**src/rtl/mux_n_pipe.sv**
```systemverilog
// N-channel, W-bit multiplexer with one registered output stage and valid/ready on every port.
// Channel choice is either a fixed index (mode=0) or round-robin after the last granted channel (mode=1).
module mux_n_pipe #(
    parameter int WIDTH    = 32,
    parameter int CHANNELS = 4,
    localparam int SEL_W   = $clog2(CHANNELS)
) (
    input  logic                      clk,
    input  logic                      rst_n,
    input  logic                      mode,
    input  logic [SEL_W-1:0]          sel,
    input  logic [CHANNELS*WIDTH-1:0] in_data,
    input  logic [CHANNELS-1:0]       in_valid,
    output logic [CHANNELS-1:0]       in_ready,
    output logic [WIDTH-1:0]          out_data,
    output logic [SEL_W-1:0]          out_chan,
    output logic                      out_valid,
    input  logic                      out_ready
);

    logic [WIDTH-1:0] outData_q, outData_d;
    logic [SEL_W-1:0] outChan_q, outChan_d;
    logic [SEL_W-1:0] rrLast_q, rrLast_d;
    logic             outValid_q, outValid_d;
    logic [SEL_W-1:0] grantIdx;
    logic             grantValid;
    logic             load;
    logic             xfer;
    int               rrIdx;

    assign load = !outValid_q || out_ready;
    assign xfer = grantValid && load;

    // An out-of-range sel simply never matches any channel index.
    always_comb begin
        grantValid = 1'b0;
        grantIdx   = '0;
        rrIdx      = 0;
        if (!mode) begin
            for (int i = 0; i < CHANNELS; i++) begin
                if (int'(sel) == i && in_valid[i]) begin
                    grantValid = 1'b1;
                    grantIdx   = SEL_W'(i);
                end
            end
        end else begin
            for (int k = 1; k <= CHANNELS; k++) begin
                rrIdx = (int'(rrLast_q) + k) % CHANNELS;
                if (!grantValid && in_valid[rrIdx]) begin
                    grantValid = 1'b1;
                    grantIdx   = SEL_W'(rrIdx);
                end
            end
        end
    end

    always_comb begin
        in_ready = '0;
        for (int i = 0; i < CHANNELS; i++) begin
            in_ready[i] = rst_n && xfer && (int'(grantIdx) == i);
        end
    end

    always_comb begin
        outData_d  = outData_q;
        outChan_d  = outChan_q;
        outValid_d = outValid_q;
        rrLast_d   = rrLast_q;
        if (xfer) begin
            outData_d  = in_data[int'(grantIdx)*WIDTH +: WIDTH];
            outChan_d  = grantIdx;
            outValid_d = 1'b1;
            if (mode) begin
                rrLast_d = grantIdx;
            end
        end else if (outValid_q && out_ready) begin
            outValid_d = 1'b0;
        end
    end

    always_ff @(posedge clk or negedge rst_n) begin
        if (!rst_n) begin
            outData_q  <= '0;
            outChan_q  <= '0;
            outValid_q <= 1'b0;
            rrLast_q   <= SEL_W'(CHANNELS - 1);
        end else begin
            outData_q  <= outData_d;
            outChan_q  <= outChan_d;
            outValid_q <= outValid_d;
            rrLast_q   <= rrLast_d;
        end
    end

    assign out_data  = outData_q;
    assign out_chan  = outChan_q;
    assign out_valid = outValid_q;

endmodule
```
**config.mk**
```make
export PLATFORM = sky130hd
export DESIGN_NAME = mux_n_pipe
export DESIGN_NICKNAME = d
export VERILOG_FILES = /design/src/rtl/mux_n_pipe.sv
export SDC_FILE = /design/constraint.sdc
export NUM_CORES = 1
export LEC_CHECK = 0
export BUFFER_PORTS_ARGS = -buffer_cell sky130_fd_sc_hd__buf_2
export CAP_MARGIN = 20
export CORE_ASPECT_RATIO = 0.6
export CORE_MARGIN = 2
export CORE_UTILIZATION = 47
export CTS_CLUSTER_SIZE = 40
export DETAILED_ROUTE_END_ITERATION = 7
export GPL_ROUTABILITY_DRIVEN = 0
export PLACE_DENSITY = 0.82
export SETUP_SLACK_MARGIN = 0.5
export SLEW_MARGIN = 20
export SYNTH_ARGS = -nofsm -noshare
export SYNTH_HDL_FRONTEND = slang
export SYNTH_SLANG_ARGS = --single-unit
```
**constraint.sdc**
```tcl
create_clock -name clk -period 3.05 [get_ports clk]
set_clock_uncertainty 0.2 [all_clocks]
set_input_delay 0.1525 -clock clk [delete_from_list [all_inputs] [get_ports clk]]
set_output_delay 0.1525 -clock clk [all_outputs]
set_load 0.05 [all_outputs]
```
==> key figures, run 1 <==
STA
  • Transition at the pin with the smallest max-transition slack: ~700 ps
  • WHS: 0.608 ps
  • Final sum of negative setup slack: 0 ps
  • Setup repair after global routing missed its margin: true
  • Max-Slew Margin vs Limit: 0.522
  • Post-route fraction of the period consumed by the critical path: 0.845
  • Min cycle time layout: 2580 ps
  • # setup viols final: 0
  • Pins over their slew limit: 0
  • Number of failing hold endpoints at the final stage: 0
  • Maximum clock frequency: 388 MHz

Synth
  • Post-synthesis average cell area: approximately 10 µm²
  • Synth Area in XOR/XNOR: 0
  • Most frequently used cell type in the post-synthesis netlist: nor2_1
  • Synthesis warning total: 0
  • Post-synth EDFFs: 0
  • Top cells by area in the synthesized netlist: dfrtp_1 (24%), mux2_2 (11%), a2111oi_2 (11%)
  • Synth unique cells: 42
  • Compound-Gate Fraction of Synth Area: 0.422
  • Largest family of logic cells by synthesized area: compound AO/OA/AOI/OAI gates
  • Post-synthesis share of cell area spent on full adders, half adders and majority gates: 0
  • Number of nets produced by synthesis: 496
  • Post-Synthesis Cells: 358
  • Synthesized cell area: 0.00359 mm²
  • Number of synthesized register bits: 37
  • Sequential fraction of the synthesis area: 0.258
  • Simple-Gate Fraction of Synth Area: 0.0811
  • Share of synthesized area spent on multiplexers: 0.126
  • Cell type with the highest aggregate area in the netlist: dfrtp_1
  • Share of the synthesized area in the top cell type: 0.244
  • Share of flip-flops with an asynchronous set or reset after synthesis: 1.00
  • Most used flip-flop cell after synthesis: dfrtp_1
  • Cell types with the highest counts after synthesis: nor2_1 (36), dfrtp_1 (35), mux2_2 (35)

Finish
  • Fin nets: 671
  • Fraction of layout instances using a drive strength above 1: 0.614
  • Area Growth Syn to Fin: 38.6%
  • Fraction of the core area covered by cells at the end of the flow: 0.680
  • Antenna diode instance count: 0

Routing
  • Antenna-violating nets left: 0
  • Average vias per placed instance: 6.34
  • Number of detailed-route iterations in the first pass: 8
  • Total number of vias: 4043
  • Total detailed-routing wirelength: around 13000 µm
  • Initial drt markers: between 400 and 500
  • Post-detailed-route wirelength per cell: 20.6 µm
  • DR DRC count: 5

Clock tree
  • Number of levels the H-tree was split into: 2
  • Total clock buffers created by CTS: 5
  • CTS sink count: 37
  • Clock tree from TritonCTS: done
  • Clock edge transition at the registers on the reported setup and hold paths: 60 ps
  • Bufs on Longest Clock Path: 2
  • Insertion delay of the later-clocked pin in the worst-skew pair: 280 ps
  • Clock Root Buffer: clkbuf_16

Critical path
  • Kind of end point of the critical path: output port
  • Arrival time of data at the critical path endpoint: around 2200 ps
  • Cell with the largest stage delay on the worst path: or3_4
  • Critical path cell sequence: or3b_1 > a22o_1 > a31o_4 > or3_4 > nor2_4 > buf_6
  • Critical path start-end classification: reg2out
  • Buffers plus inverters on the worst setup path: 1
  • Required time worst endpoint: 2700 ps
  • Delay of the slowest critical-path stage: 430 ps
  • Largest delay share family, worst path: simple AND/OR/NAND/NOR gates
  • Crit-path max FO: 7
  • Startpoint kind of the worst setup timing path: flop

Power
  • Worst VDD drop: approximately 0.35 mV
  • Clock group share of total power: 0.190
  • Proportion of power drawn by flip-flops and latches: 0.233
  • Power consumption: 3230 µW
  • Power per unit of standard cell area: 649 mW/mm²
  • Internal cell power: 1700 µW
  • Logic gate share of total power: 0.577
  • Switching power of the nets: roughly 1500 µW
  • Switching power as a share of total power: 0.474
  • Static Leakage: 0.00221 µW

Run
  • # Max-Cap Violations: 0

Worst hold path
  • Path type of the worst min-delay path: in2reg

Die
  • Width of the chip: 117 µm
  • Top-Level Pins: 177
  • Die ar.: 0.00839 mm²
  • Core box area: 0.00733 mm²
  • Initial Util: 0.491
  • DIE HEIGHT: 71.7 µm
  • Count of standard-cell rows: 24

Global routing
  • Total global routing track utilization: 0.298
  • Maximum number of pins on one net before global-route repair: 39
  • Number of global-route vias before repair: 3790
  • Global-route wire length before repair: 19200 µm
  • Overflow left after global routing: 0
  • Number of antenna violations at the first check in global routing: 0

Status
  • Outcome: finished, violations left
  • Violated checks: DRC

Placement
  • Port-buffer cells: 176
  • DPL Wire Length: 8920 µm
-- placed cells by master, fill, tap and decap left out, types with 2 or more instances in the layout --
cell,synthesis,final
buf_6,11,5
dfrtp_1,35,35
buf_2,8,173
a2111oi_2,26,25
a222oi_1,32,32
dlygate4sd3_1,0,3
or3b_1,2,2
nor2_4,0,2
a211oi_1,3,3
buf_12,0,5
nor2b_1,5,3
nor2_1,36,34
o21ai_0,3,3
o21a_1,2,2
nor2b_4,0,2
a211oi_2,29,29
dfstp_2,2,2
inv_1,33,33
a2111oi_4,3,4
mux2_2,35,35
clkbuf_16,0,6
nand3_1,3,3
buf_4,2,26
nand2_1,4,3
a2111oi_0,4,4
a31oi_1,32,32
nand2b_1,4,3
-- cell type report --
| cell class | instances | area, µm² |
|---|---|---|
| clock buffers | 7 | 143 |
| clock inverters | 1 | 30.0 |
| fillers | 602 | 2350 |
| inverters | 34 | 128 |
| multi-input cells | 241 | 2340 |
| flip-flops and latches | 37 | 928 |
| well taps | 104 | 130 |
| repair buffers | 214 | 1280 |
-- registers in the layout, summed over array words and instances, names as in the netlist --
name	cells
out_data	32
out_chan	2
out_valid	1
rrLast_q	2
-- worst paths after layout --
path / start / to / slack, ps / cells past startpoint
min: in_data[24] / out_data[24]$_DFFE_PN0P_ / 0.6 / 3
max: rrLast_q[0]$_DFFE_PN1P_ / in_ready[1] / 470 / 6
min reg2reg: out_chan[1]$_DFFE_PN0P_ / out_chan[1]$_DFFE_PN0P_ / 310 / 1
max in group asynchronous: rst_n / rrLast_q[0]$_DFFE_PN1P_ / 1960 / 3
min in group asynchronous: rst_n / out_data[28]$_DFFE_PN0P_ / 330 / 3
max reg2reg: rrLast_q[1]$_DFFE_PN1P_ / out_data[29]$_DFFE_PN0P_ / 470 / 7
-- what timing repair did --
action | in CTS | in global routing
gates resized for setup | 14 | 8
cloned | 1 | 1
hold buffers | 3 | 0
endpoints found under the hold margin | 37 | 0
pin swaps | 3 | 6
setup buffers | 8 | 11
endpoints found under the setup margin | 24 | 29
-- worst min-delay path: stages --
cell	delay, ps
buf_2	90
a2111oi_2	60
a211oi_2	140
-- stage by stage --
stage          instances  setup WS [ps]  cell area [µm²]
3_3_place_gp         606            422             4500
3_5_place_dp         606            363             4500
6_report             638            471             4980
2_1_floorplan        358            404             3590
5_1_grt              638            217             4980
4_1_cts              626            515             4830
-- power groups by stage --
stage | sequential, µW | clock (µW) | combinational [µW]
2_1_floorplan | 1250 | 0 | 767
3_3_place_gp | 756 | 0 | 1670
3_5_place_dp | 761 | 0 | 1710
4_1_cts | 753 | 615 | 1770
5_1_grt | 769 | 636 | 1950
6_report | 752 | 615 | 1870
-- cell families after synthesis --
kind of cell / after synthesis
buffers and inverters: 81
and+or+nand+nor: 60
DFF: 37
muxes: 38
AOI/OAI and AO/OA: 142
-- metal layers --
metal / global-route usage / share of wire / vias up
met2: 0.495 / 0.47 / 276
met1: 0.392 / 0.40 / 1944
met3: 0.0728 / 0.11 / 26
li1: - / - / 1797
met4: 0.0784 / 0.016 / 0
met5: 0 / 0 / -
Note: power is estimated with default switching activity, not from simulation.
==> run 2, diff against run 1 <==
clock period = 2.57 ns   (was 3.05 ns; I/O delays follow)
==> run 2 against run 1 <==
Against the previous run:
- the run ends with DRC, hold timing left
- routed wire length grew 3.5%
- combinational power grew 28%
- worst setup slack worse by 370 ps
- register-to-register slack lost 370 ps
- cell count increased by 3.6%
- largest cell class unchanged
- largest power group unchanged
- highest routed layer unchanged
==> key figures, run 2 (synthesis gave the netlist of run 1 again) <==
Status
  • Outcome: finished, violations left
  • Violated checks: DRC, hold timing

Global routing
  • Number of antenna violations at the first check in global routing: 0
  • Total global routing track utilization: 0.313
  • Overflow left after global routing: 0
  • Number of global-route vias before repair: 4085
  • Maximum number of pins on one net before global-route repair: 38
  • Global-route wire length before repair: 20400 µm

Die
  • DIE HEIGHT: 71.7 µm
  • Die ar.: 0.00839 mm²
  • Initial Util: 0.491
  • Width of the chip: 117 µm
  • Count of standard-cell rows: 24
  • Top-Level Pins: 177
  • Core box area: around 0.0073 mm²

Clock tree
  • Clock edge transition at the registers on the reported setup and hold paths: 60 ps
  • Bufs on Longest Clock Path: 2
  • Number of levels the H-tree was split into: 2
  • Clock tree from TritonCTS: done
  • Insertion delay of the later-clocked pin in the worst-skew pair: 280 ps
  • Total clock buffers created by CTS: 5
  • CTS sink count: 37
  • Clock Root Buffer: clkbuf_16

Critical path
  • Largest delay share family, worst path: compound AO/OA/AOI/OAI gates
  • Arrival time of data at the critical path endpoint: ~2400 ps
  • Kind of end point of the critical path: flop
  • Cell count of the worst reg-to-reg path: 7
  • Cell with the largest stage delay on the worst path: dfstp_2
  • Critical path start-end classification: reg2reg
  • Delay of the slowest critical-path stage: 580 ps
  • Buffers plus inverters on the worst setup path: 2
  • Required time worst endpoint: 2510 ps
  • Number of cells on the critical path: 7
  • Critical path cell sequence: mux2_4 > a22oi_4 > buf_6 > nand2_8 > buf_12 > a222oi_1 > a211oi_2
  • Crit-path max FO: 5
  • Startpoint kind of the worst setup timing path: flop

Routing
  • Total detailed-routing wirelength: 13600 µm
  • Post-detailed-route wirelength per cell: 20.6 µm
  • Number of detailed-route iterations in the first pass: 8
  • Total number of vias: 4071
  • Average vias per placed instance: 6.16
  • Antenna-violating nets left: 0
  • Initial drt markers: 470
  • DR DRC count: 5

Finish
  • Area Growth Syn to Fin: 50.8%
  • Top library cells by usage in the layout, fill and taps aside: buf_2 (173), mux2_2 (34), dfrtp_1 (34)
  • Fin nets: 694
  • Most common cell after layout, fill and taps aside: buf_2
  • Fraction of layout instances using a drive strength above 1: 0.627
  • Final std cells w/o fill: 661
  • Max FFs per register: 32
  • # fillers: roughly 550
  • Antenna diode instance count: 0
  • Final instance area: around 0.0054 mm²

Power
  • Worst VDD drop: 0.439 mV
  • Power per unit of standard cell area: 741 mW/mm²
  • Static Leakage: 0.00235 µW
  • Power consumption: 4020 µW

STA
  • Setup repair after global routing missed its margin: true
  • # setup viols final: 0
  • Pins over their slew limit: 0
  • Max-Slew Margin vs Limit: 0.543
  • WHS: -3.49 ps
  • Post-route fraction of the period consumed by the critical path: 0.962
  • Maximum clock frequency: 405 MHz
  • Number of failing hold endpoints at the final stage: 1
  • Transition at the pin with the smallest max-transition slack: 684 ps
  • Min cycle time layout: between 2000 and 2500 ps

Placement
  • Cell area after placement: roughly 0.0046 mm²
  • DPL Wire Length: 9000 µm
  • Instance count after placement with tap cells included: 611
  • Port-buffer cells: roughly 180

Worst hold path
  • Path type of the worst min-delay path: in2reg
  • Hold-critical path depth: 3

Run
  • # Max-Cap Violations: 0
[run 2: changes by cell type in the layout (fill, tap and decap cells not counted), moves of 2 or more]
cell           change
o21ai_0            -2
a2111oi_4          +4
nand3_1            -2
nor2_4             +2
dlygate4sd3_1     +15
buf_8              +5
a2111oi_0          -4
buf_12             +3
buf_6              +2
nor2_1             -2
and2_4             +2
buf_4              -4
[run 2: through the flow]
step | util | setup TNS [ps] | hold slack (ps) | worst slack, ps
finish | 0.740 | 0 | -3.49 | 98.3
global route | 0.740 | 0 | 3.84 | 47.6
CTS | 0.710 | 0 | 0.253 | 109
detailed placement | 0.626 | -3040 | 67.7 | -111
global placement | 0.626 | -680 | 53.7 | -33.4
floorplan | - | 0 | -367 | 278
[run 2: timing repair]
item | in CTS | in global routing
setup buffers | 8 | 10
pin swaps | 15 | 7
setup endpoints to repair | 39 | 39
cloned | 5 | 1
hold buffers | 18 | 0
endpoints found under the hold margin | 52 | 0
resized for setup | 39 | 15
[run 2: layer usage]
metal / routed length (µm) / part of all wire / track usage
met5: 0 / 0 / 0
met3: 1110 / 0.082 / 0.0660
met1: 5810 / 0.43 / 0.409
met2: 6550 / 0.48 / 0.541
met4: 161 / 0.012 / 0.0614
[run 2: path summary, 6_finish.rpt]
kind / slack (ps) / to / startpoint
max: 100 / out_data[2]$_DFFE_PN0P_ / rrLast_q[1]$_DFFE_PN1P_
min: -3 / out_data[14]$_DFFE_PN0P_ / in_data[14]
max reg2reg: 100 / out_data[2]$_DFFE_PN0P_ / rrLast_q[1]$_DFFE_PN1P_
min reg2reg: 310 / out_chan[1]$_DFFE_PN0P_ / out_chan[1]$_DFFE_PN0P_
max in group asynchronous: 1490 / out_valid$_DFFE_PN0P_ / rst_n
min in group asynchronous: 320 / out_chan[1]$_DFFE_PN0P_ / rst_n
[run 2: tightest hold or removal path, cell delays in order]
cell       delay [ps]
buf_2              90
a2111oi_2          60
a211oi_2          130
[run 2: cell type report]
cell class / count / area, µm² / area share
inverters: 34 / 128 / 0.0235
multi-input cells: 243 / 2480 / 0.457
clock inverters: 2 / 37.5 / 0.00692
well taps: 104 / 130 / 0.0240
clock buffers: 6 / 139 / 0.0256
flip-flops and latches: 37 / 930 / 0.171
repair buffers: 235 / 1580 / 0.291
[run 2: report_power, final]
group / internal [µW] / total [µW] / switching [µW]
clock network: 484 / 729 / 245
logic: 879 / 2400 / 1520
registers: 770 / 888 / 118
total: 2130 / 4020 / 1880
